`src/rtl/mc_ctrl_pkg.sv`:
```
// mc_ctrl_pkg: shared state, select and condition encodings for the multicycle control unit
package mc_ctrl_pkg;
    typedef enum logic [3:0] {
        FETCH, DECODE, MEMADR, MEMREAD, MEMWB, MEMWRITE, EXECUTER, EXECUTEI, ALUWB, BRANCH
    } state_t;
    localparam logic [3:0] ALU_ADD = 4'b0000;
    localparam logic [3:0] ALU_SUB = 4'b0001;
    localparam logic [3:0] ALU_AND = 4'b0010;
    localparam logic [3:0] ALU_ORR = 4'b0011;
    localparam logic [1:0] SRCA_REG = 2'b00;
    localparam logic [1:0] SRCA_PC = 2'b01;
    localparam logic [1:0] SRCB_REG = 2'b00;
    localparam logic [1:0] SRCB_IMM = 2'b01;
    localparam logic [1:0] SRCB_FOUR = 2'b10;
    localparam logic [1:0] RES_ALUOUT = 2'b00;
    localparam logic [1:0] RES_DATA = 2'b01;
    localparam logic [1:0] RES_ALU = 2'b10;
    localparam logic [1:0] IMM_8 = 2'b00;
    localparam logic [1:0] IMM_12 = 2'b01;
    localparam logic [1:0] IMM_24 = 2'b10;
    localparam logic [1:0] OP_DP = 2'b00;
    localparam logic [1:0] OP_MEM = 2'b01;
    localparam logic [1:0] OP_BR = 2'b10;
    localparam logic [3:0] CMD_AND = 4'b0000;
    localparam logic [3:0] CMD_SUB = 4'b0010;
    localparam logic [3:0] CMD_ADD = 4'b0100;
    localparam logic [3:0] CMD_CMP = 4'b1010;
    localparam logic [3:0] CMD_ORR = 4'b1100;
    localparam logic [3:0] COND_EQ = 4'b0000;
    localparam logic [3:0] COND_NE = 4'b0001;
    localparam logic [3:0] COND_CS = 4'b0010;
    localparam logic [3:0] COND_CC = 4'b0011;
    localparam logic [3:0] COND_MI = 4'b0100;
    localparam logic [3:0] COND_PL = 4'b0101;
    localparam logic [3:0] COND_VS = 4'b0110;
    localparam logic [3:0] COND_VC = 4'b0111;
    localparam logic [3:0] COND_HI = 4'b1000;
    localparam logic [3:0] COND_LS = 4'b1001;
    localparam logic [3:0] COND_GE = 4'b1010;
    localparam logic [3:0] COND_LT = 4'b1011;
    localparam logic [3:0] COND_GT = 4'b1100;
    localparam logic [3:0] COND_LE = 4'b1101;
    localparam logic [3:0] COND_AL = 4'b1110;
    localparam logic [3:0] COND_NV = 4'b1111;
endpackage

```
`src/rtl/multicycle_ctrl_if.sv`:
```
// multicycle_ctrl_if: instruction/flag inputs and datapath controls between control unit and datapath
interface multicycle_ctrl_if;
    logic [19:0] Instr;
    logic [3:0] ALUFlags;
    logic PCWrite;
    logic MemWrite;
    logic RegWrite;
    logic IRWrite;
    logic AdrSrc;
    logic [1:0] RegSrc;
    logic [1:0] ALUSrcA;
    logic [1:0] ALUSrcB;
    logic [1:0] ResultSrc;
    logic [1:0] ImmSrc;
    logic [3:0] ALUControl;
    modport master (
        input Instr, ALUFlags,
        output PCWrite, MemWrite, RegWrite, IRWrite, AdrSrc, RegSrc,
        output ALUSrcA, ALUSrcB, ResultSrc, ImmSrc, ALUControl
    );
    modport slave (
        output Instr, ALUFlags,
        input PCWrite, MemWrite, RegWrite, IRWrite, AdrSrc, RegSrc,
        input ALUSrcA, ALUSrcB, ResultSrc, ImmSrc, ALUControl
    );
endinterface

```
`src/rtl/mc_cond_unit.sv`:
```
// mc_cond_unit: NZCV flags register, condition evaluation and gating of write requests
module mc_cond_unit
    import mc_ctrl_pkg::*;
(
    input logic clk,
    input logic reset,
    input logic [3:0] cond,
    input logic [3:0] alu_flags,
    input logic flag_req,
    input logic hold,
    input logic pc_uncond,
    input logic pc_req,
    input logic reg_req,
    input logic mem_req,
    output logic pc_write,
    output logic reg_write,
    output logic mem_write
);
    logic [3:0] flags;
    logic n, z, c, v, cond_ex, cond_q, gate;
    assign {n, z, c, v} = flags;
    // condition code evaluated against the flags register
    always_comb begin
        cond_ex = 1'b0;
        case (cond)
            COND_EQ: cond_ex = z;
            COND_NE: cond_ex = ~z;
            COND_CS: cond_ex = c;
            COND_CC: cond_ex = ~c;
            COND_MI: cond_ex = n;
            COND_PL: cond_ex = ~n;
            COND_VS: cond_ex = v;
            COND_VC: cond_ex = ~v;
            COND_HI: cond_ex = c & ~z;
            COND_LS: cond_ex = ~c | z;
            COND_GE: cond_ex = n == v;
            COND_LT: cond_ex = n != v;
            COND_GT: cond_ex = ~z & (n == v);
            COND_LE: cond_ex = z | (n != v);
            COND_AL: cond_ex = 1'b1;
            default: cond_ex = 1'b0;
        endcase
    end
    // flags load on a passing flag-setting execute; cond_q keeps the pre-update verdict for writeback
    always_ff @(posedge clk or posedge reset) begin
        if (reset) begin
            flags <= 4'b0000;
            cond_q <= 1'b0;
        end else begin
            cond_q <= cond_ex;
            if (flag_req && cond_ex) flags <= alu_flags;
        end
    end
    assign gate = hold ? cond_q : cond_ex;
    assign pc_write = ~reset & (pc_uncond | (pc_req & gate));
    assign reg_write = ~reset & reg_req & gate;
    assign mem_write = ~reset & mem_req & gate;
endmodule

```
`src/rtl/multicycle_ctrl.sv`:
```
// multicycle_ctrl: main FSM and instruction decode for the multicycle ARM core
module multicycle_ctrl
    import mc_ctrl_pkg::*;
(
    input logic clk,
    input logic reset,
    multicycle_ctrl_if.master bus
);
    state_t state, state_nx, dec_nx;
    logic [3:0] cond, cmd, rd, alu_dec, alu_ctl;
    logic [1:0] op, src_a, src_b, res_src;
    logic [5:0] funct;
    logic s, is_cmp, dp_ok, mem_ok, br_ok, rd15, unused_rn;
    logic irw, pc_uncond, pc_req, reg_req, mem_req, flag_req, hold, adr_src;
    assign cond = bus.Instr[19:16];
    assign op = bus.Instr[15:14];
    assign funct = bus.Instr[13:8];
    assign unused_rn = ^bus.Instr[7:4];
    assign rd = bus.Instr[3:0];
    assign cmd = funct[4:1];
    assign s = funct[0];
    assign rd15 = rd == 4'hf;
    assign is_cmp = cmd == CMD_CMP;
    assign dp_ok = cmd == CMD_ADD || cmd == CMD_SUB || cmd == CMD_AND || cmd == CMD_ORR || (is_cmp && s);
    assign mem_ok = funct[5:1] == 5'b01100;
    assign br_ok = funct[5:4] == 2'b10;
    assign alu_dec = cmd == CMD_ORR ? ALU_ORR : cmd == CMD_AND ? ALU_AND :
                     (cmd == CMD_SUB || is_cmp) ? ALU_SUB : ALU_ADD;
    assign dec_nx = op == OP_DP ? (dp_ok ? (funct[5] ? EXECUTEI : EXECUTER) : FETCH) :
                    op == OP_MEM ? (mem_ok ? MEMADR : FETCH) :
                    op == OP_BR ? (br_ok ? BRANCH : FETCH) : FETCH;
    // state register
    always_ff @(posedge clk or posedge reset) begin
        if (reset) state <= FETCH;
        else state <= state_nx;
    end
    // next state and Moore control requests
    always_comb begin
        state_nx = FETCH;
        irw = 1'b0;
        pc_uncond = 1'b0;
        pc_req = 1'b0;
        reg_req = 1'b0;
        mem_req = 1'b0;
        flag_req = 1'b0;
        hold = 1'b0;
        adr_src = 1'b0;
        src_a = SRCA_REG;
        src_b = SRCB_REG;
        res_src = RES_ALUOUT;
        alu_ctl = ALU_ADD;
        case (state)
            FETCH: begin
                state_nx = DECODE;
                irw = 1'b1;
                pc_uncond = 1'b1;
                src_a = SRCA_PC;
                src_b = SRCB_FOUR;
                res_src = RES_ALU;
            end
            DECODE: begin
                state_nx = dec_nx;
                src_a = SRCA_PC;
                src_b = SRCB_FOUR;
                res_src = RES_ALU;
            end
            MEMADR: begin
                state_nx = s ? MEMREAD : MEMWRITE;
                src_b = SRCB_IMM;
            end
            MEMREAD: begin
                state_nx = MEMWB;
                adr_src = 1'b1;
            end
            MEMWB: begin
                res_src = RES_DATA;
                reg_req = 1'b1;
                pc_req = rd15;
            end
            MEMWRITE: begin
                adr_src = 1'b1;
                mem_req = 1'b1;
            end
            EXECUTER, EXECUTEI: begin
                state_nx = ALUWB;
                src_b = state == EXECUTEI ? SRCB_IMM : SRCB_REG;
                alu_ctl = alu_dec;
                flag_req = s;
            end
            ALUWB: begin
                hold = 1'b1;
                reg_req = ~is_cmp;
                pc_req = rd15 & ~is_cmp;
            end
            BRANCH: begin
                src_b = SRCB_IMM;
                res_src = RES_ALU;
                pc_req = 1'b1;
            end
            default: state_nx = FETCH;
        endcase
    end
    mc_cond_unit u_cond (
        .clk(clk),
        .reset(reset),
        .cond(cond),
        .alu_flags(bus.ALUFlags),
        .flag_req(flag_req),
        .hold(hold),
        .pc_uncond(pc_uncond),
        .pc_req(pc_req),
        .reg_req(reg_req),
        .mem_req(mem_req),
        .pc_write(bus.PCWrite),
        .reg_write(bus.RegWrite),
        .mem_write(bus.MemWrite)
    );
    assign bus.IRWrite = ~reset & irw;
    assign bus.AdrSrc = ~reset & adr_src;
    assign bus.RegSrc = reset ? 2'b00 : {op == OP_MEM && !s, op == OP_BR};
    assign bus.ImmSrc = reset ? 2'b00 : op;
    assign bus.ALUSrcA = reset ? 2'b00 : src_a;
    assign bus.ALUSrcB = reset ? 2'b00 : src_b;
    assign bus.ResultSrc = reset ? 2'b00 : res_src;
    assign bus.ALUControl = reset ? 4'b0000 : alu_ctl;
endmodule

```
`src/flat_wrapper.sv`:
```
// flat-port wrapper written by rule: the top's interface ports become plain ports
module multicycle_ctrl_flat import mc_ctrl_pkg::*;
  (clk, reset, bus_Instr, bus_ALUFlags, bus_PCWrite, bus_MemWrite, bus_RegWrite, bus_IRWrite, bus_AdrSrc, bus_RegSrc, bus_ALUSrcA, bus_ALUSrcB, bus_ResultSrc, bus_ImmSrc, bus_ALUControl);
  multicycle_ctrl_if bus_i ();
  input logic clk;
  input logic reset;
  input wire logic [$bits(bus_i.Instr)-1:0] bus_Instr;
  input wire logic [$bits(bus_i.ALUFlags)-1:0] bus_ALUFlags;
  output wire logic [$bits(bus_i.PCWrite)-1:0] bus_PCWrite;
  output wire logic [$bits(bus_i.MemWrite)-1:0] bus_MemWrite;
  output wire logic [$bits(bus_i.RegWrite)-1:0] bus_RegWrite;
  output wire logic [$bits(bus_i.IRWrite)-1:0] bus_IRWrite;
  output wire logic [$bits(bus_i.AdrSrc)-1:0] bus_AdrSrc;
  output wire logic [$bits(bus_i.RegSrc)-1:0] bus_RegSrc;
  output wire logic [$bits(bus_i.ALUSrcA)-1:0] bus_ALUSrcA;
  output wire logic [$bits(bus_i.ALUSrcB)-1:0] bus_ALUSrcB;
  output wire logic [$bits(bus_i.ResultSrc)-1:0] bus_ResultSrc;
  output wire logic [$bits(bus_i.ImmSrc)-1:0] bus_ImmSrc;
  output wire logic [$bits(bus_i.ALUControl)-1:0] bus_ALUControl;
  assign bus_i.Instr = bus_Instr;
  assign bus_i.ALUFlags = bus_ALUFlags;
  assign bus_PCWrite = bus_i.PCWrite;
  assign bus_MemWrite = bus_i.MemWrite;
  assign bus_RegWrite = bus_i.RegWrite;
  assign bus_IRWrite = bus_i.IRWrite;
  assign bus_AdrSrc = bus_i.AdrSrc;
  assign bus_RegSrc = bus_i.RegSrc;
  assign bus_ALUSrcA = bus_i.ALUSrcA;
  assign bus_ALUSrcB = bus_i.ALUSrcB;
  assign bus_ResultSrc = bus_i.ResultSrc;
  assign bus_ImmSrc = bus_i.ImmSrc;
  assign bus_ALUControl = bus_i.ALUControl;
  multicycle_ctrl u_core (.clk(clk), .reset(reset), .bus(bus_i));
endmodule
```
`config.mk`:
```
export PLATFORM = sky130hd
export DESIGN_NAME = multicycle_ctrl_flat
export DESIGN_NICKNAME = d
export VERILOG_FILES = /design/src/rtl/mc_ctrl_pkg.sv /design/src/rtl/multicycle_ctrl_if.sv /design/src/rtl/mc_cond_unit.sv /design/src/rtl/multicycle_ctrl.sv /design/src/flat_wrapper.sv
export SDC_FILE = /design/constraint.sdc
export NUM_CORES = 1
export LEC_CHECK = 0
export ABC_AREA = 1
export BUFFER_PORTS_ARGS = -buffer_cell sky130_fd_sc_hd__buf_2
export CORE_UTILIZATION = 35
export CTS_CLUSTER_DIAMETER = 120
export DETAILED_ROUTE_END_ITERATION = 6
export PLACE_DENSITY = 0.71
export SLEW_MARGIN = 25
export SYNTH_ARGS = -nofsm -noshare
export SYNTH_HDL_FRONTEND = slang
export SYNTH_SLANG_ARGS = --single-unit
export TNS_END_PERCENT = 50
```
`constraint.sdc`:
```
create_clock -name clk -period 1.2 [get_ports clk]
set_input_delay 0.12 -clock clk [delete_from_list [all_inputs] [get_ports clk]]
set_output_delay 0.12 -clock clk [all_outputs]
set_load 0.03 [all_outputs]
```
==> metrics.yaml <==
synthesis:
  synth_warnings: 0
  synth_top_area_cell: "dfrtp_1"
  synth_compound_gate_area_share_pct: 7.17
  yosys_register_bits: 9
  yosys.area_share.simple_pct: 52.9
  synth_top_family_by_area: "simple AND/OR/NAND/NOR gates"
  ys_async_sr_fraction_pct: 100
  synth_cells: 159
  yosysTopAreaCellShare_pct: 23.9
  synth_area_um2: 942
  synth_xor_area_share_pct: 0
  ys_seq_area_share_pct: 23.9
  synthAdderAreaFrac_pct: 0
  muxShareOfSynthArea_pct: 0
  synth.top_cells.by_area: "dfrtp_1 (24%), nand2_1 (16%), inv_1 (9.6%)"
  ys.flop_type: "dfrtp_1"
  synth.distinct_cells: 27
  syn_avg_cell_area_um2: 5.93
  synth_edf_count: 0
timing:
  rsz0062_at_grt: "yes"
  finalWorstSetupSlack_ns: -0.530
  fin_skew_ns: 0.00242
  max_freq_mhz: 578
  period_minus_slack_ns: 1.73
  setup_violations: 21
  final.period_utilization_pct: 144
  finalMaxSlewViolations: 0
  finalHoldViolCount: 0
detailed_routing:
  ant_nets: 0
  drc: 0
  via_count: 1313
  first_iter_violations: 35
  routedWlPerCell_um: 11.3
  first_pass_iters: 4
  routed_via_density: 5.01
  totalWireLength_mm: 2.95
global_route:
  grt_remaining_overflow: 0
  grt_pass1_wl_mm: 4.60
  grt_usage_pct: 21.7
  grt_max_degree: 11
  grt_pass1_vias: 1124
  antenna_found_initial: 0
placed_design:
  place_inst: 250
  place_congestion: 0.879
  port_buffers: 37
  dp_hpwl_mm: 2.08
die:
  ios: 45
  row_count: 18
  core_mm2: 0.00250
  die_h_um: 53.9
  start_util_pct: 37.7
  dieArea_mm2: 0.00290
  die_w_um: 53.9
final_layout:
  final_common_cell: "buf_4"
  area_growth_pct: 81.9
  mostFrequentLayoutCells: "buf_4 (30), nand2_1 (28), buf_2 (25)"
  fillers: 204
  antenna_cells: 0
  fin_nets: 259
  drive_gt1_share_pct: 56.0
  fin_cells: 262
power:
  p_per_area_mw_per_mm2: 1030
  p_leak_nw: 0.894
  cellInternalPower_mw: 1.01
  clkPwrFrac_pct: 13.0
  switching_share_pct: 42.8
  peakVddDrop_mv: 0.953
  total_power_mw: 1.77
  seq_power_share_pct: 22.0
  p_sw_mw: 0.759
  p_comb_share_pct: 65.0
setup_path:
  worstSetupEndpointType: "output pin"
  rrSetupSlack_ns: -0.25
  cp.required_ns: 1.08
  arrival_ns: 1.61
  worstPathMaxFanout: 3
  critPathLaunchType: "flip-flop"
  critical_path_class: "reg2out"
clocking:
  cts_buffers: 3
  cts_root_buf: "clkbuf_4"
  cts.path.max_buffers: 2
  clkTransAtPathRegs_ns: 0.06
  clock_latency_ns: 0.26
  cts_tree: "done"
  htree_levels: 1
  clkSinkCount: 9
run_status:
  violations: "negative setup slack"
  status: "finished with violations"
hold_path:
  hp-class: "in2reg"
job:
  maxCapViolations: 0
==> layer usage <==
metal,global-route usage (%),part of all wire [%],vias up
met1,25.6,44,614
met3,1.41,3.6,4
met2,39.7,51,38
met5,0,0,-
li1,-,-,657
met4,9.65,1.2,0
==> metrics by stage <==
step,setup TNS [ns],instance area [um2],hold slack [ns],utilization [%],setup slack [ns]
4_1_cts,-5.42,1620,0.119,64.7,-0.486
2_1_floorplan,-1.73,1010,-0.0217,-,-0.234
3_5_place_dp,-3.71,1420,0.207,56.8,-0.303
5_1_grt,-7.96,1710,0.140,68.6,-0.628
6_report,-6.34,1710,0.115,68.6,-0.530
3_3_place_gp,-3.24,1420,0.205,56.8,-0.255
==> power groups by stage <==
stage / logic [mW] / registers, mW / clock network, mW
floorplan: 0.505 / 0.375 / 0
global placement: 0.835 / 0.378 / 0
detailed placement: 0.841 / 0.379 / 0
CTS: 1.02 / 0.381 / 0.228
global route: 1.25 / 0.393 / 0.241
finish: 1.15 / 0.390 / 0.230
==> area by class of cell <==
type	instances	area [um2]	area share (%)
Clock buffer	4	26.3	1.53
Inverter	29	109	6.35
Multi-Input combinational cell	117	752	43.9
Sequential cell	9	229	13.4
Tap cell	30	37.5	2.19
Timing Repair Buffer	73	561	32.7
==> repair_timing <==
action | in CTS | in global routing
pin swaps | 10 | 14
resized for setup | 46 | 22
endpoints found under the hold margin | 9 | 0
hold buffers | 1 | 0
endpoints found under the setup margin | 21 | 21
setup buffers | 3 | 4
==> path summary, 6_finish.rpt <==
path	depth (start not counted)	end	from
max	7	bus_PCWrite	u_core.state[3]$_DFF_PP0_
min	3	u_core.u_cond.flags[1]$_DFFE_PP0P_	bus_ALUFlags[1]
max reg2reg	11	u_core.u_cond.flags[3]$_DFFE_PP0P_	u_core.u_cond.flags[3]$_DFFE_PP0P_
min reg2reg	2	u_core.u_cond.flags[0]$_DFFE_PP0P_	u_core.u_cond.flags[0]$_DFFE_PP0P_
max in group asynchronous	4	u_core.state[2]$_DFF_PP0_	reset
min in group asynchronous	4	u_core.u_cond.cond_q$_DFF_PP0_	reset
==> synth_stat cells (2+ instances only) <==
| cell | count |
|---|---|
| nor2_1 | 21 |
| o21ai_0 | 4 |
| nor2_2 | 2 |
| inv_1 | 24 |
| nand3_1 | 14 |
| dfrtp_1 | 9 |
| o221ai_1 | 2 |
| a21oi_1 | 2 |
| buf_4 | 4 |
| inv_2 | 5 |
| nand2_1 | 39 |
| nor3_2 | 2 |
| nand4_1 | 11 |
| nor3_1 | 7 |
==> cell families (layout without fill, tap and decap cells) <==
family | after synthesis | after routing
AND/OR/NAND/NOR | 103 | 103
buffers and inverters | 35 | 106
AO/OA/AOI/OAI | 11 | 11
flip-flops | 9 | 9
other | 1 | 3
==> flip-flops by register name, summed over array words and instances (netlist names) <==
| register | cells |
|---|---|
| u_core.u_cond.flags | 4 |
| u_core.u_cond.cond_q | 1 |
| u_core.state | 4 |
==> critical path: stages, from the launching register on <==
cell	delay (ns)
dfrtp_1	0.42
inv_2	0.10
nor3_4	0.22
inv_2	0.07
or2_4	0.25
nand4_1	0.10
nand2_2	0.05
buf_6	0.13
Note: power is estimated with default switching activity, not from simulation.
